`src/rtl/even_odd_sorter.sv`:
```
`timescale 1ns/1ps
// even_odd_sorter: splits a 4-bit sample stream into two FIFOs by parity.
// Each FIFO is a DEPTH-entry circular buffer with a write pointer, a read
// pointer and an occupancy counter. Per-class accepted-sample counters
// saturate at their maximum value.
//
// Handshake rules (valid/ready, all ports):
//   - A transfer happens on a rising clk edge where valid && ready are both 1.
//   - in_ready never depends on in_valid or number in the same cycle.
//   - x_valid never depends on x_ready. A sample becomes visible on x_data
//     one edge after it is accepted.
//   - x_data shows the last popped value while x_valid is 0.
module even_odd_sorter #(
  parameter int DEPTH = 4,
  parameter int CNT_W = 8
) (
  input  logic             clk,
  input  logic             rst_n,
  input  logic             clr,
  input  logic             in_valid,
  input  logic [3:0]       number,
  output logic             in_ready,
  output logic             even_valid,
  input  logic             even_ready,
  output logic [3:0]       even_data,
  output logic             odd_valid,
  input  logic             odd_ready,
  output logic [3:0]       odd_data,
  output logic [CNT_W-1:0] even_count,
  output logic [CNT_W-1:0] odd_count
);

  localparam int PW = (DEPTH > 1) ? $clog2(DEPTH) : 1;
  localparam int OW = PW + 1;
  localparam logic [OW-1:0]    OCC_FULL = OW'(DEPTH);
  localparam logic [CNT_W-1:0] CNT_MAX  = '1;

  // Even queue state
  logic [3:0]    r_even_mem [DEPTH];
  logic [PW-1:0] r_even_wr_ptr;
  logic [PW-1:0] r_even_rd_ptr;
  logic [OW-1:0] r_even_occ;
  logic [3:0]    r_even_last;

  // Odd queue state
  logic [3:0]    r_odd_mem [DEPTH];
  logic [PW-1:0] r_odd_wr_ptr;
  logic [PW-1:0] r_odd_rd_ptr;
  logic [OW-1:0] r_odd_occ;
  logic [3:0]    r_odd_last;

  // Counters
  logic [CNT_W-1:0] r_even_cnt;
  logic [CNT_W-1:0] r_odd_cnt;

  // Datapath control
  logic w_even_full;
  logic w_odd_full;
  logic w_accept;
  logic w_is_odd;
  logic w_even_push;
  logic w_odd_push;
  logic w_even_pop;
  logic w_odd_pop;

  // Handshake decode. rst_n gates in_ready so it drops the instant reset
  // asserts, and is high again by the first edge after release.
  always_comb begin
    w_even_full = (r_even_occ == OCC_FULL);
    w_odd_full  = (r_odd_occ == OCC_FULL);
    in_ready    = rst_n && !clr && !w_even_full && !w_odd_full;
    even_valid  = (r_even_occ != '0);
    odd_valid   = (r_odd_occ != '0);
    w_accept    = in_valid && in_ready;
    w_is_odd    = number[0];
    w_even_push = w_accept && !w_is_odd;
    w_odd_push  = w_accept && w_is_odd;
    w_even_pop  = even_valid && even_ready && !clr;
    w_odd_pop   = odd_valid && odd_ready && !clr;
  end

  // Head data: stored head while valid, otherwise the last popped value
  always_comb begin
    even_data = even_valid ? r_even_mem[r_even_rd_ptr] : r_even_last;
    odd_data  = odd_valid ? r_odd_mem[r_odd_rd_ptr] : r_odd_last;
  end

  // Even queue pointers, occupancy and last-popped value
  always_ff @(posedge clk or negedge rst_n) begin
    if (!rst_n) begin
      r_even_wr_ptr <= '0;
      r_even_rd_ptr <= '0;
      r_even_occ    <= '0;
      r_even_last   <= '0;
    end else if (clr) begin
      r_even_wr_ptr <= '0;
      r_even_rd_ptr <= '0;
      r_even_occ    <= '0;
    end else begin
      if (w_even_push) begin
        r_even_wr_ptr <= r_even_wr_ptr + PW'(1);
      end
      if (w_even_pop) begin
        r_even_rd_ptr <= r_even_rd_ptr + PW'(1);
        r_even_last   <= r_even_mem[r_even_rd_ptr];
      end
      case ({w_even_push, w_even_pop})
        2'b10:   r_even_occ <= r_even_occ + OW'(1);
        2'b01:   r_even_occ <= r_even_occ - OW'(1);
        default: r_even_occ <= r_even_occ;
      endcase
    end
  end

  // Even queue storage; contents need no reset
  always_ff @(posedge clk) begin
    if (w_even_push) begin
      r_even_mem[r_even_wr_ptr] <= number;
    end
  end

  // Odd queue pointers, occupancy and last-popped value
  always_ff @(posedge clk or negedge rst_n) begin
    if (!rst_n) begin
      r_odd_wr_ptr <= '0;
      r_odd_rd_ptr <= '0;
      r_odd_occ    <= '0;
      r_odd_last   <= '0;
    end else if (clr) begin
      r_odd_wr_ptr <= '0;
      r_odd_rd_ptr <= '0;
      r_odd_occ    <= '0;
    end else begin
      if (w_odd_push) begin
        r_odd_wr_ptr <= r_odd_wr_ptr + PW'(1);
      end
      if (w_odd_pop) begin
        r_odd_rd_ptr <= r_odd_rd_ptr + PW'(1);
        r_odd_last   <= r_odd_mem[r_odd_rd_ptr];
      end
      case ({w_odd_push, w_odd_pop})
        2'b10:   r_odd_occ <= r_odd_occ + OW'(1);
        2'b01:   r_odd_occ <= r_odd_occ - OW'(1);
        default: r_odd_occ <= r_odd_occ;
      endcase
    end
  end

  // Odd queue storage; contents need no reset
  always_ff @(posedge clk) begin
    if (w_odd_push) begin
      r_odd_mem[r_odd_wr_ptr] <= number;
    end
  end

  // Saturating per-class accept counters, flushed by clr
  always_ff @(posedge clk or negedge rst_n) begin
    if (!rst_n) begin
      r_even_cnt <= '0;
      r_odd_cnt  <= '0;
    end else if (clr) begin
      r_even_cnt <= '0;
      r_odd_cnt  <= '0;
    end else begin
      if (w_even_push && (r_even_cnt != CNT_MAX)) begin
        r_even_cnt <= r_even_cnt + CNT_W'(1);
      end
      if (w_odd_push && (r_odd_cnt != CNT_MAX)) begin
        r_odd_cnt <= r_odd_cnt + CNT_W'(1);
      end
    end
  end

  // Counter outputs
  always_comb begin
    even_count = r_even_cnt;
    odd_count  = r_odd_cnt;
  end

endmodule

```
`config.mk`:
```
export PLATFORM = sky130hd
export DESIGN_NAME = even_odd_sorter
export DESIGN_NICKNAME = d
export VERILOG_FILES = /design/src/rtl/even_odd_sorter.sv
export SDC_FILE = /design/constraint.sdc
export NUM_CORES = 1
export LEC_CHECK = 0
export BUFFER_PORTS_ARGS = -buffer_cell sky130_fd_sc_hd__buf_2
export CAP_MARGIN = 25
export CORE_MARGIN = 2
export CORE_UTILIZATION = 40
export CTS_CLUSTER_SIZE = 20
export DETAILED_ROUTE_END_ITERATION = 7
export GPL_TIMING_DRIVEN = 0
export HOLD_SLACK_MARGIN = 0.08
export MAX_ROUTING_LAYER = met4
export PLACE_DENSITY = 0.6
export SYNTH_ARGS = -nofsm -noshare
export SYNTH_HDL_FRONTEND = slang
export SYNTH_SLANG_ARGS = --single-unit
export TNS_END_PERCENT = 20
```
`constraint.sdc`:
```
create_clock -name clk -period 5.3 [get_ports clk]
set_input_delay 1.06 -clock clk [delete_from_list [all_inputs] [get_ports clk]]
set_output_delay 1.06 -clock clk [all_outputs]
set_load 0.03 [all_outputs]
```
After elaboration in Yosys (flattened, before gate mapping) --
Memory sizes are Yosys's and may differ from the RTL's. Index checks and enable logic that the tools add are counted.
Operators by class: add/subtract/negate cells 10, equality and inequality tests 8, muxes and demuxes 22, bitwise operators 1, reductions and logical operators 28
Operators with widths (number):
- $mux 8 | 4
- $add 8x1->8 const B | 2
- $mux 2 | 8
- $ne 8x8->1 const B | 2
- $logic_and 1x1->1 | 12
- $pmux 3 s2 | 2
- $reduce_bool 2->1 | 6
- $reduce_bool 3->1 | 4
- $add 2x1->2 const B | 4
- $mux 4 | 2
- $add 3x1->3 const B | 2
- $eq 3x3->1 const B | 2
- $mux 3 | 2
- $sub 3x1->3 const B | 2
- $eq 2x1->1 const B | 2
- $eq 2x2->1 const B | 2
- $logic_not 1->1 | 4
- $mux 1 | 4
- $reduce_and 2->1 | 2
- $not 1->1 | 1
Word-level totals: register bits 38, memory bits (writable) 32, bits of input ports 10, output and inout port bits 27, word-level logic and storage cells 81, memories kept 2
Memory list:
- r_even_mem | words 4, width 4, read ports 1, clocked after Yosys merged registers in 0, wr ports 1, line 39 | logic [3:0] r_even_mem [DEPTH];
- r_odd_mem | words 4, width 4, read ports 1, clocked after Yosys merged registers in 0, wr ports 1, line 46 | logic [3:0] r_odd_mem [DEPTH];

Longest topological paths before layout --
depth in word-level cells 9, mapped depth 8, mapped depth without buffers 7

Worst setup path after synthesis --
OpenSTA, ideal clock, no wires.
path kind input to register, start in clr, end reg r_odd_occ[2], library setup time 128 ps, arrival 2815 ps, data required time 5172 ps, setup slack 2358 ps, cell stages on the path 8, path buffers 1, cells stage by stage and4b_1 and3_1 clkbuf_1 nor3_1 fa_1 and2_1 mux2i_1 mux2_1
Between the ends: longest elaborated chain between the ends 9, elaborated cells between the ends (all ways) 12, those cells by class eq/ne: 2; mux: 2; reduce/logical: 8
RTL lines:
- start, declared | line 19 | input logic clr,
- $logic_not 1->1 | line 71, 79
- $logic_and 1x1->1 (3 in series) | line 71 | in_ready = rst_n && !clr && !w_even_full && !w_odd_full;
- $logic_and 1x1->1 | line 74 | w_accept = in_valid && in_ready;
- $logic_and 1x1->1 | line 77 | w_odd_push = w_accept && w_is_odd;
- $eq 2x1->1 / $eq 2x2->1 (equally long branches) | line 141 | case ({w_odd_push, w_odd_pop})
- $pmux 3 s2 | line 141
- $mux 3 | line 129 | end else if (clr) begin
- end signal, assigned | line 142 | 2'b10: r_odd_occ <= r_odd_occ + OW'(1);
- end signal, assigned | line 143 | 2'b01: r_odd_occ <= r_odd_occ - OW'(1);
- end signal, assigned | line 144 | default: r_odd_occ <= r_odd_occ;
- end, declared | line 49 | logic [OW-1:0] r_odd_occ;
Several ways; a longest one is shown, not always the timed one. A chain may end at the register's enable or synchronous reset.

Worst setup path in the final report --
start in clr, end out in_ready
Between the ends: longest elaborated chain between the ends 4
RTL lines:
- $logic_not 1->1 | line 71
- $logic_and 1x1->1 (3 in series) | line 71
- end, declared | line 22 | output logic in_ready,
Every way passes these cells.

==> results.md <==
* Worst-margin pin slew at 0.717 ns
* Final Hold Fails at 0
* Die ar. at 9380 um2
* Critical Path Sink Type: primary output
* Crit path required time at about 4.2 ns
* Critical Path Source: clr
* Hold_buf cts at 0
* Initial Utilization at around 42%
* Leak pwr at around 1.6 nW
* Synthesized Nets at 287
* Crit Path Class: in2out
* Worst Hold Path EP: r_odd_last[2]
* Hold slack at 0.506 ns
* Share of layout cells above drive strength 1 at 27.0%
* Register bit total from synthesis at 70
* Syn. warnings at 0
* Most frequent cells after synthesis: 38 x dfrtp_1, 32 x edfxtp_1, 16 x mux2_2, 13 x nand3_1
* CP Data Arrival Time at ~2.1 ns
* Core area at roughly 8300 um2
* Post-DR wirelength/cell at about 16 um
* Top cell by count, worst path: buf_2
* Setup violations, final at 0
* Htree depth at 3
* Top delay family on crit path: buffers and inverters
* Yosys top cell area share at about 28%
* Port Buffer Count at 36
* DRC at 0
* Clk root buf: clkbuf_8
* Gr usage total at between 10% and 20%
* Mapped Area at between 3000 and 4000 um2
* Worst R2R Start: r_odd_occ[2]
* Resized Gates After CTS at 0
* Worst reg2reg path depth at 8
* First-pass GRT wire length at around 11000 um
* Post-synthesis async set-or-reset flop share at a little over half
* TritonCTS clock tree: built
* Initial antenna violation count at 0
* Cell taking the most area after synthesis: edfxtp_1
* Result of the run: completed
* Total gr overflow at 0
* Largest cells by area after synthesis: edfxtp_1 28%, dfrtp_1 28%, mux2_2 5.2%
* Crit path buf inv count at 4
* Vias in the first global route at 2181
* MaxCap Viol Count at 0
* PwrDens at roughly 440 nW/um2
* RSZ-0062 raised after global routing: false
* Worst hold path depth at 1
* Crit path cell chain: buf_2 -> clkbuf_1 -> inv_1 -> and4_1 -> buf_2
* Crit-path slowest cell: clkbuf_1
* Setup TNS at 0 ns
* Dominant register cell in the synthesized netlist: dfrtp_1
* Pins Over Slew Limit at 0
* CP startpoint kind: primary input
* Nets at ~340
* Die H at 96.9 um
* Placement row count at 33
* Routed WL at 6580 um
* Detailed Routing Iterations Pass 1 at 4
* Mapped Cells at roughly 270
* GPL Wtd Cong at 0.749
* Worst vdd ir at 168 uV
* Synthesized area per cell at about 13 um2
* Total setup buffers inserted after CTS at 0
* # fillers at approximately 740
* Post-synth EDFFs at 32
* Tmin final at around 3.2 ns
* Relative slew margins at around half
* Clock-pin transition on the worst setup and hold timing paths at roughly 0.08 ns
* Seq/Total Area, Yosys at approximately 55%
* Initial drt markers at 83
* DIE WIDTH at roughly 97 um
* Routed vias/inst at 5.18
* Top-count cell post-synth: dfrtp_1
* ANT cells at 0
* Max Root-Sink Buffers at 2
* Clock Latency Late Sink at 0.35 ns
* Min-delay worst type: reg2reg
* Post-DRT Antenna Nets at 0
* Setup Skew at ~0.0097 ns
* Syn-to-layout area delta at 16.0%
* CTS Buf Count at 9
* TritonCTS Sinks at 70
* Worst path max stage delay at approximately 0.39 ns
* Hpwl dp at around 4500 um
* R2R setup slack at about 2.8 ns
* Crit share post-route at ~60%
* Critical Path Fanout Max at 10
* IO Count at 37
* Vias at approximately 2200
* Fmax at between 300 and 400 MHz
* Library cells used by synthesis at 48
* R2r endpoint: r_odd_occ[2]
* Largest net degree at the start of global routing at 42
* Worst Hold Launch: r_odd_last[2]
==> sequential cells by signal (all words and copies together), names as in the netlist <==
register / flops
even_count: 8
odd_count: 8
r_even_last: 4
r_even_mem: 16
r_even_occ: 3
r_even_rd_ptr: 2
r_even_wr_ptr: 2
r_odd_last: 4
r_odd_mem: 16
r_odd_occ: 3
r_odd_rd_ptr: 2
r_odd_wr_ptr: 2
==> where the power goes <==
part | internal, mW | total [mW] | switching (mW) | leakage [nW]
Clock | 0.268 | 0.482 | 0.214 | 0.107
Combinational | 0.252 | 0.594 | 0.342 | 0.734
Sequential | 0.629 | 0.679 | 0.0503 | 0.800
==> cell usage in the layout, fill, tap and decap left out, types with 7 or more instances in the layout <==
cell      Yosys  final
o21ai_0       9      9
ha_1         10     10
a21oi_1      10     10
nand3_1      13     13
buf_2         0     36
nor3_1        7      7
nor2_1       12     12
clkbuf_1      9     10
clkbuf_8      0      9
nand2_1      11     11
dfrtp_1      38     38
mux4_2        8      8
mux2_2       16     16
inv_1        12     12
and2_1       10     10
edfxtp_1     32     32
==> through the flow <==
stage | total power [mW] | utilization [%] | setup WS, ns | instance area (um2) | std cells
final | 1.76 | 48.2 | 2.13 | 4000 | 423
after global routing | 1.84 | 48.2 | 2.00 | 4000 | 423
after CTS | 1.77 | 48.0 | 1.62 | 3980 | 422
after detailed placement | 1.29 | 45.3 | 1.26 | 3760 | 406
after global placement | 1.28 | 45.3 | 1.26 | 3760 | 406
after floorplan | 1.15 | - | 2.36 | 3450 | 265
==> cell families after synthesis <==
family                     after synthesis  share of synthesized area, %
and+or+nand+nor                         85                          14.4
muxes                                   34                          13.6
buffers and inverters                   23                          2.94
xor gates and xnor gates                 5                          1.49
AOI/OAI and AO/OA                       36                          7.29
adders and majority gates               12                          4.79
DFF                                     70                          55.4
==> worst max-delay path by stage <==
| stage | to | slack (ns) | depth (start not counted) |
|---|---|---|---|
| 2_1_floorplan | r_odd_occ[2] | 2.36 | 8 |
| 3_3_place_gp | r_odd_occ[2] | 1.26 | 9 |
| 3_5_place_dp | r_odd_occ[2] | 1.26 | 9 |
| 4_1_cts | r_odd_occ[2] | 1.62 | 9 |
| 5_1_grt | r_odd_occ[2] | 2.00 | 10 |
| 6_report | in_ready | 2.13 | 5 |
==> layout make-up <==
type | instances | area [um2] | share of cell area [%]
tap | 105 | 131 | 3.28
inverter | 12 | 45.0 | 1.13
buffer | 11 | 56.3 | 1.41
multi-input combinational | 172 | 1440 | 35.9
sequential | 70 | 1910 | 47.8
clock inverter | 6 | 93.8 | 2.35
timing repair buffer | 37 | 200 | 5.00
clock buffer | 10 | 128 | 3.19
==> routing by layer <==
layer | up-vias | track usage [%] | part of all wire [%]
met4 | 0 | 7.04 | 2.2
li1 | 1083 | - | -
met3 | 12 | 2.46 | 2.4
met2 | 33 | 23.1 | 47
met5 | - | - | 0
met1 | 1064 | 19.8 | 49
No activity file was read; power rests on OpenSTA's default activity.
